File: src/rtl/if_fetch_stage_pkg.sv
// if_fetch_stage_pkg
//   Shared definitions for the instruction-fetch stage:
//   - instruction field positions for Rs/Rt
//   - NOP encoding used to fill IF/ID on a bubble
//   - fetch state machine encoding
//   - default reset PC
//   - field-extraction helpers
package if_fetch_stage_pkg;

   localparam int unsigned RS_MSB = 25;
   localparam int unsigned RS_LSB = 21;
   localparam int unsigned RT_MSB = 20;
   localparam int unsigned RT_LSB = 16;

   localparam logic [31:0] NOP              = 32'h0000_0000;
   localparam logic [31:0] DEFAULT_RESET_PC = 32'h0000_3000;

   // S_REQ : issuing a fetch at PC
   // S_WAIT: one request outstanding, waiting for its response
   // S_HOLD: response parked in the skid buffer while the pipe is stalled
   // S_DROP: outstanding response belongs to a flushed path and is discarded
   typedef enum logic [1:0] {
      S_REQ  = 2'b00,
      S_WAIT = 2'b01,
      S_HOLD = 2'b10,
      S_DROP = 2'b11
   } fetch_state_e;

   function automatic logic [4:0] instr_rs(input logic [31:0] instr);
      return instr[RS_MSB:RS_LSB];
   endfunction

   function automatic logic [4:0] instr_rt(input logic [31:0] instr);
      return instr[RT_MSB:RT_LSB];
   endfunction

endpackage

File: src/rtl/if_fetch_stage_skid.sv
// if_skid_buffer
//   One-entry holding register for an instruction word and the address it
//   was fetched from. Used when a response arrives while ID is stalled.
//   Ports:
//     clk, rst_n  - clock, asynchronous active-low reset
//     i_load      - capture i_data/i_pc and mark full
//     i_clear     - empty the buffer (wins over i_load)
//     i_data/i_pc - word and its fetch address
//     o_full      - buffer holds a word
//     o_data/o_pc - buffered word and address
module if_skid_buffer
   import if_fetch_stage_pkg::*;
#(
   parameter int unsigned ADDR_W = 32
) (
   input  logic              clk,
   input  logic              rst_n,
   input  logic              i_load,
   input  logic              i_clear,
   input  logic [31:0]       i_data,
   input  logic [ADDR_W-1:0] i_pc,
   output logic              o_full,
   output logic [31:0]       o_data,
   output logic [ADDR_W-1:0] o_pc
);

   logic              r_full;
   logic [31:0]       r_data;
   logic [ADDR_W-1:0] r_pc;

   // Buffer storage: clear has priority so a flush never leaves a stale word.
   always_ff @(posedge clk or negedge rst_n) begin
      if (!rst_n) begin
         r_full <= 1'b0;
         r_data <= NOP;
         r_pc   <= {ADDR_W{1'b0}};
      end else if (i_clear) begin
         r_full <= 1'b0;
         r_data <= NOP;
         r_pc   <= {ADDR_W{1'b0}};
      end else if (i_load) begin
         r_full <= 1'b1;
         r_data <= i_data;
         r_pc   <= i_pc;
      end
   end

   assign o_full = r_full;
   assign o_data = r_data;
   assign o_pc   = r_pc;

endmodule

File: src/rtl/if_fetch_stage.sv
// if_fetch_stage
//   Instruction fetch plus IF/ID pipeline register. Owns the PC, issues one
//   fetch at a time over a valid/ready request channel, and places returned
//   words into IF/ID. Load_Use stalls (PC and IF/ID hold, in-flight word is
//   parked in a skid buffer); Redirect flushes (IF/ID bubble, PC reloaded,
//   any outstanding response is discarded).
//   Ports:
//     clk, rst_n                       - clock, asynchronous active-low reset
//     Load_Use                         - stall from load-use detector
//     Redirect, Redirect_PC            - taken branch/jump from ID
//     imem_req_valid/ready, imem_addr  - fetch request channel
//     imem_rsp_valid, imem_rsp_data    - in-order fetch response
//     Valid_IF_ID, Instr_IF_ID         - IF/ID contents (0 = bubble)
//     PC_IF_ID, PCPlus4_IF_ID          - address of the IF/ID word and +4
//     Rs_IF_ID, Rt_IF_ID               - register fields of Instr_IF_ID
module if_fetch_stage
   import if_fetch_stage_pkg::*;
#(
   parameter int unsigned       ADDR_W   = 32,
   parameter logic [ADDR_W-1:0] RESET_PC = ADDR_W'(DEFAULT_RESET_PC)
) (
   input  logic              clk,
   input  logic              rst_n,
   input  logic              Load_Use,
   input  logic              Redirect,
   input  logic [ADDR_W-1:0] Redirect_PC,
   output logic              imem_req_valid,
   input  logic              imem_req_ready,
   output logic [ADDR_W-1:0] imem_addr,
   input  logic              imem_rsp_valid,
   input  logic [31:0]       imem_rsp_data,
   output logic              Valid_IF_ID,
   output logic [31:0]       Instr_IF_ID,
   output logic [ADDR_W-1:0] PC_IF_ID,
   output logic [ADDR_W-1:0] PCPlus4_IF_ID,
   output logic [4:0]        Rs_IF_ID,
   output logic [4:0]        Rt_IF_ID
);

   localparam logic [ADDR_W-1:0] PC_STEP = ADDR_W'(32'd4);

   fetch_state_e      r_state;
   fetch_state_e      w_state_nxt;
   logic [ADDR_W-1:0] r_pc;
   logic [ADDR_W-1:0] w_pc_nxt;
   logic [ADDR_W-1:0] r_req_pc;

   logic              w_req_valid;
   logic              w_accept;
   logic              w_rsp_live;
   logic              w_buf_load;
   logic              w_buf_clear;
   logic              w_buf_full;
   logic [31:0]       w_buf_data;
   logic [ADDR_W-1:0] w_buf_pc;

   logic              r_valid_id;
   logic [31:0]       r_instr_id;
   logic [ADDR_W-1:0] r_pc_id;
   logic [ADDR_W-1:0] r_pcp4_id;

   // Request generation: a flush or stall suppresses issue; otherwise issue
   // in S_REQ, or back-to-back in S_WAIT when the current response arrives.
   always_comb begin
      w_req_valid = 1'b0;
      if (Redirect || Load_Use) begin
         w_req_valid = 1'b0;
      end else begin
         case (r_state)
            S_REQ:   w_req_valid = 1'b1;
            S_WAIT:  w_req_valid = imem_rsp_valid;
            default: w_req_valid = 1'b0;
         endcase
      end
   end

   assign w_accept = w_req_valid & imem_req_ready;

   // A response only counts while in S_WAIT; in S_DROP it is from a flushed path.
   assign w_rsp_live = (r_state == S_WAIT) & imem_rsp_valid;

   // Park a live response when ID is stalled; empty on flush or once drained.
   assign w_buf_load  = w_rsp_live & Load_Use & ~Redirect;
   assign w_buf_clear = Redirect | (w_buf_full & ~Load_Use);

   // Next-state logic for the fetch controller.
   always_comb begin
      w_state_nxt = r_state;
      if (Redirect) begin
         // A still-pending response must be swallowed before fetching anew;
         // one arriving right now is simply ignored.
         if (((r_state == S_WAIT) || (r_state == S_DROP)) && !imem_rsp_valid) begin
            w_state_nxt = S_DROP;
         end else begin
            w_state_nxt = S_REQ;
         end
      end else begin
         case (r_state)
            S_REQ: begin
               if (w_accept) begin
                  w_state_nxt = S_WAIT;
               end else begin
                  w_state_nxt = S_REQ;
               end
            end
            S_WAIT: begin
               if (!imem_rsp_valid) begin
                  w_state_nxt = S_WAIT;
               end else if (Load_Use) begin
                  w_state_nxt = S_HOLD;
               end else if (w_accept) begin
                  w_state_nxt = S_WAIT;
               end else begin
                  w_state_nxt = S_REQ;
               end
            end
            S_HOLD: begin
               if (Load_Use) begin
                  w_state_nxt = S_HOLD;
               end else begin
                  w_state_nxt = S_REQ;
               end
            end
            S_DROP: begin
               if (imem_rsp_valid) begin
                  w_state_nxt = S_REQ;
               end else begin
                  w_state_nxt = S_DROP;
               end
            end
            default: w_state_nxt = S_REQ;
         endcase
      end
   end

   // Next PC: redirect target, else advance on accept (wraps naturally).
   always_comb begin
      w_pc_nxt = r_pc;
      if (Redirect) begin
         w_pc_nxt = Redirect_PC;
      end else if (w_accept) begin
         w_pc_nxt = r_pc + PC_STEP;
      end else begin
         w_pc_nxt = r_pc;
      end
   end

   // Fetch controller state and PC registers.
   always_ff @(posedge clk or negedge rst_n) begin
      if (!rst_n) begin
         r_state <= S_REQ;
         r_pc    <= RESET_PC;
      end else begin
         r_state <= w_state_nxt;
         r_pc    <= w_pc_nxt;
      end
   end

   // Address of the outstanding request, so IF/ID gets the right PC even
   // when the next request is accepted in the same cycle.
   always_ff @(posedge clk or negedge rst_n) begin
      if (!rst_n) begin
         r_req_pc <= {ADDR_W{1'b0}};
      end else if (w_accept) begin
         r_req_pc <= r_pc;
      end
   end

   if_skid_buffer #(
      .ADDR_W (ADDR_W)
   ) u_skid (
      .clk     (clk),
      .rst_n   (rst_n),
      .i_load  (w_buf_load),
      .i_clear (w_buf_clear),
      .i_data  (imem_rsp_data),
      .i_pc    (r_req_pc),
      .o_full  (w_buf_full),
      .o_data  (w_buf_data),
      .o_pc    (w_buf_pc)
   );

   // IF/ID register: flush > stall (hold) > buffered word > live response > bubble.
   always_ff @(posedge clk or negedge rst_n) begin
      if (!rst_n) begin
         r_valid_id <= 1'b0;
         r_instr_id <= NOP;
         r_pc_id    <= {ADDR_W{1'b0}};
         r_pcp4_id  <= {ADDR_W{1'b0}};
      end else if (Redirect) begin
         r_valid_id <= 1'b0;
         r_instr_id <= NOP;
         r_pc_id    <= {ADDR_W{1'b0}};
         r_pcp4_id  <= {ADDR_W{1'b0}};
      end else if (!Load_Use) begin
         if (w_buf_full) begin
            r_valid_id <= 1'b1;
            r_instr_id <= w_buf_data;
            r_pc_id    <= w_buf_pc;
            r_pcp4_id  <= w_buf_pc + PC_STEP;
         end else if (w_rsp_live) begin
            r_valid_id <= 1'b1;
            r_instr_id <= imem_rsp_data;
            r_pc_id    <= r_req_pc;
            r_pcp4_id  <= r_req_pc + PC_STEP;
         end else begin
            r_valid_id <= 1'b0;
            r_instr_id <= NOP;
            r_pc_id    <= {ADDR_W{1'b0}};
            r_pcp4_id  <= {ADDR_W{1'b0}};
         end
      end
   end

   assign imem_req_valid = w_req_valid;
   assign imem_addr      = r_pc;
   assign Valid_IF_ID    = r_valid_id;
   assign Instr_IF_ID    = r_instr_id;
   assign PC_IF_ID       = r_pc_id;
   assign PCPlus4_IF_ID  = r_pcp4_id;
   // Bubbles carry NOP, so these read 0 whenever IF/ID is empty.
   assign Rs_IF_ID       = instr_rs(r_instr_id);
   assign Rt_IF_ID       = instr_rt(r_instr_id);

endmodule
File: config.mk
export PLATFORM = sky130hd
export DESIGN_NAME = if_fetch_stage
export DESIGN_NICKNAME = d
export VERILOG_FILES = /design/src/rtl/if_fetch_stage_pkg.sv /design/src/rtl/if_fetch_stage_skid.sv /design/src/rtl/if_fetch_stage.sv
export SDC_FILE = /design/constraint.sdc
export NUM_CORES = 1
export LEC_CHECK = 0
export CAP_MARGIN = 10
export CORE_MARGIN = 1
export CORE_UTILIZATION = 25
export CTS_CLUSTER_SIZE = 14
export DETAILED_ROUTE_END_ITERATION = 8
export PLACE_DENSITY = 0.54
export SYNTH_ARGS = -nofsm -noshare
export SYNTH_HDL_FRONTEND = slang
export SYNTH_SLANG_ARGS = --single-unit
File: constraint.sdc
create_clock -name clk -period 2.2 [get_ports clk]
set_input_delay 0.44 -clock clk [delete_from_list [all_inputs] [get_ports clk]]
set_output_delay 0.44 -clock clk [all_outputs]
set_load 0.02 [all_outputs]
==> summary.md <==
| Metric | Value |
|---|---|
| Sequential element share of the synthesized area | `51.6%` |
| Final number of setup-violating endpoints | `0` |
| VDD IR-drop max | `378 µV` |
| Total CTS buffers | `27` |
| Antenna diodes | `0` |
| Starting DRC count in detailed routing | `756` |
| Critical path cell sequence | `buf_4 -> clkdlybuf4s50_1` |
| Setup TNS Final | `0 ns` |
| HP Start | `Redirect` |
| Slew @ Worst Pin | `0.777 ns` |
| Startpoint Class | `flip-flop` |
| Cells after synthesis | `1104` |
| Vias in the first global route | `9805` |
| Reg clk slew, reported paths | `0.06 ns` |
| TritonCTS clock tree | `yes` |
| Chip Height | `211 µm` |
| #FFs+latches synth | `226` |
| First-pass GRT wire length | `56600 µm` |
| Congestion Overflow GR | `0` |
| Die Wd | `211 µm` |
| Postcts setup bufs | `0` |
| Row count | `76` |
| Hold EP | `imem_addr[30]` |
| Buf+Inv Stages, Crit Path | `2` |
| Final setup margin | `0.0606 ns` |
| Hold path cells | `4` |
| Mean Syn Cell Area | `9.93 µm²` |
| Area share of the largest cell type after synthesis | `51.1%` |
| Worst path top cell family by delay | `buffers and inverters` |
| Post-synth top flop | `dfrtp_1` |
| Drt wl/cell | `18.4 µm` |
| Via density | `4.93` |
| Final min period | `2.14 ns` |
| Buffers on Ports | `209` |
| Yosys warnings | `0` |
| Final worst-path cycle share | `97.2%` |
| Total routed wirelength | `36000 µm` |
| Arrival @ worst endpoint | `1.70 ns` |
| Pre-CTS setup slack | `-0.214 ns` |
| Slowest-stage cell, CP | `clkdlybuf4s50_1` |
| Maxcap violations | `0` |
| Slew Viols, Final | `0` |
| Nets | `1430` |
| GPL Wtd Cong | `0.860` |
| Setup Skew | `0.0156 ns` |
| Worst reg2reg path endpoint | `PCPlus4_IF_ID[31]` |
| Starting density of the core | `25.4%` |
| R2r setup slk | `0.11 ns` |
| Largest fanout on the critical path | `9` |
| Antenna violations before repair | `0` |
| Total Routing Usage GR | `16.0%` |
| Root Buffer | `clkbuf_16` |
| Synth area leader | `dfrtp_1` |
| Layout area overhead | `40.5%` |
| ANT nets after route | `0` |
| Clk sinks | `226` |
| Post-DP Area | `14400 µm²` |
| Design Area, Final | `15400 µm²` |
| Critical Path Max Stage Delay | `0.63 ns` |
| Vias | `9685` |
| Die area | `44700 µm²` |
| Post-Syn Area | `11000 µm²` |
| Final Hold Fails | `0` |
| Synth async-reset ratio | `100%` |
| Synth unique cells | `58` |
| Clk_lat worst skew | `0.55 ns` |
| LEAKAGE | `0.00673 µW` |
| Cell Pwr Density | `751 nW/µm²` |
| Io pins | `210` |
| Post-DP HPWL | `25500 µm` |
| Core region area | `43200 µm²` |
| Maximum root-to-sink buffer count | `3` |
| Drt drc | `0` |
| Synth top area cells | `dfrtp_1 (51%), nand2_1 (6.1%), a22o_1 (5.1%)` |
| Status | `finished, final reports clean` |
| Syn_nets | `1177` |
| CP Capture Type | `primary output` |
| Critical Path RT | `1.76 ns` |
| Worst hold slack | `0.427 ns` |
| Largest net degree at the start of global routing | `71` |
| Post-synth EDFFs | `0` |
| DR pass1 iterations | `5` |
| Reg2Reg Depth | `5` |
| R2R Path Start | `u_skid.o_pc[15]` |
| Fillers | `4432` |
| CP Class | `reg -> out` |
| CTS H-tree depth | `1` |
| Fmax | `467 MHz` |
| Layout cells sized above 1 | `13.1%` |
| Min-Delay Path Class | `in -> reg` |
| Total Power | `11600 µW` |
| Slew margin rel. | `48.0%` |
[Yosys cell counts (all sizes together) (4+ instances only)]
master	count
dfrtp	224
nand2	177
clkbuf	70
a22o	64
o21ai	62
nand3	45
inv	42
nor3	38
a222oi	32
buf	28
mux2i	26
nor2b	25
nor2	24
xnor2	22
nand4	21
a221oi	20
xor2	18
nor4	17
a221o	14
and3	11
and2	10
nand2b	10
a21oi	9
a31oi	9
and4	9
a22oi	8
o211ai	7
o311ai	7
or3	6
or4	6
mux2	4
o31ai	4
[cell usage in the layout (no fill, tap or decap), drive strengths merged, types with 4 or more instances in the layout]
cell type / n
xor2: 18
mux2i: 26
clkinv: 7
bufinv: 7
and4: 9
o211ai: 7
nor2: 24
nand2: 177
a21oi: 9
a221oi: 20
clkdlybuf4s50: 201
nor4: 17
mux2: 4
clkbuf: 34
and3: 11
o21ai: 62
xnor2: 22
or3: 6
o311ai: 7
and2: 10
a31oi: 9
inv: 43
a22o: 64
o31ai: 4
nand2b: 10
nand3: 45
buf: 115
dfrtp: 224
nand4: 21
a22oi: 8
nor2b: 25
a221o: 14
a222oi: 32
nor3: 38
or4: 6
[timing repair]
action	CTS	global route
pin swaps	0	1
setup endpoints to repair	5	3
hold buffers	1	0
endpoints found under the hold margin	56	0
resized for setup	5	3
[logic make-up after synthesis]
logic type      after synthesis  share of synthesized area (%)
compound gates              256                           18.1
xor+xnor                     40                           3.20
fa+ha+maj                     3                          0.342
buf+inv                     140                           5.40
flops                       226                           51.6
mux                          30                           2.79
simple gates                409                           18.5
[power by group]
group | switching, µW | internal (µW)
combinational | 974 | 783
sequential | 334 | 4430
clock | 1830 | 3210
total | 3140 | 8420
[through the flow]
stage | util, % | std cells
2_1_floorplan | - | 1104
3_3_place_gp | 33.3 | 1912
3_5_place_dp | 33.3 | 1912
4_1_cts | 35.7 | 1963
5_1_grt | 35.7 | 1963
6_report | 35.7 | 1963
[metal layers]
layer  wire length, µm  share of wire (%)  GRT usage, %  vias up
met2             15700                 44          24.8      324
li1                  -                  -             -     4554
met3              2150                6.0          2.67       60
met1             17200                 48          22.9     4747
met5                 0                  0             0        -
met4               894                2.5          4.47        0
[area by class of cell]
| cell class | count | area [µm²] | share of cell area, % |
|---|---|---|---|
| Clock inverter | 16 | 273 | 1.77 |
| Tap cell | 585 | 732 | 4.75 |
| Timing Repair Buffer | 322 | 3090 | 20.0 |
| Sequential cell | 226 | 5660 | 36.8 |
| Clock buffer | 34 | 742 | 4.82 |
| Inverter | 42 | 158 | 1.02 |
| Multi-Input combinational cell | 738 | 4750 | 30.8 |
[state kept, by name, indices dropped and copies added (netlist names)]
name           flops
Instr_IF_ID       32
u_skid.o_data     32
Valid_IF_ID        1
u_skid.o_pc       32
PC_IF_ID          32
imem_addr         32
r_state            2
u_skid.o_full      1
PCPlus4_IF_ID     30
r_req_pc          32
[worst min-delay path, cell delays in order]
cell and delay, ns:
buf_2 0.12, buf_12 0.22, nand2_1 0.09, nand3_1 0.05
[worst max-delay path by stage]
stage	start	to	slack, ns	cells past startpoint
6_report	imem_addr[11]	imem_addr[11]	0.06	2
2_1_floorplan	Load_Use	r_req_pc[22]	0.14	8
4_1_cts	imem_addr[2]	imem_addr[2]	0.04	2
5_1_grt	r_req_pc[8]	PCPlus4_IF_ID[31]	-0.004	6
3_3_place_gp	imem_rsp_valid	imem_addr[20]	-0.18	7
3_5_place_dp	imem_rsp_valid	imem_addr[20]	-0.21	7
No activity file was read; power rests on OpenSTA's default activity.
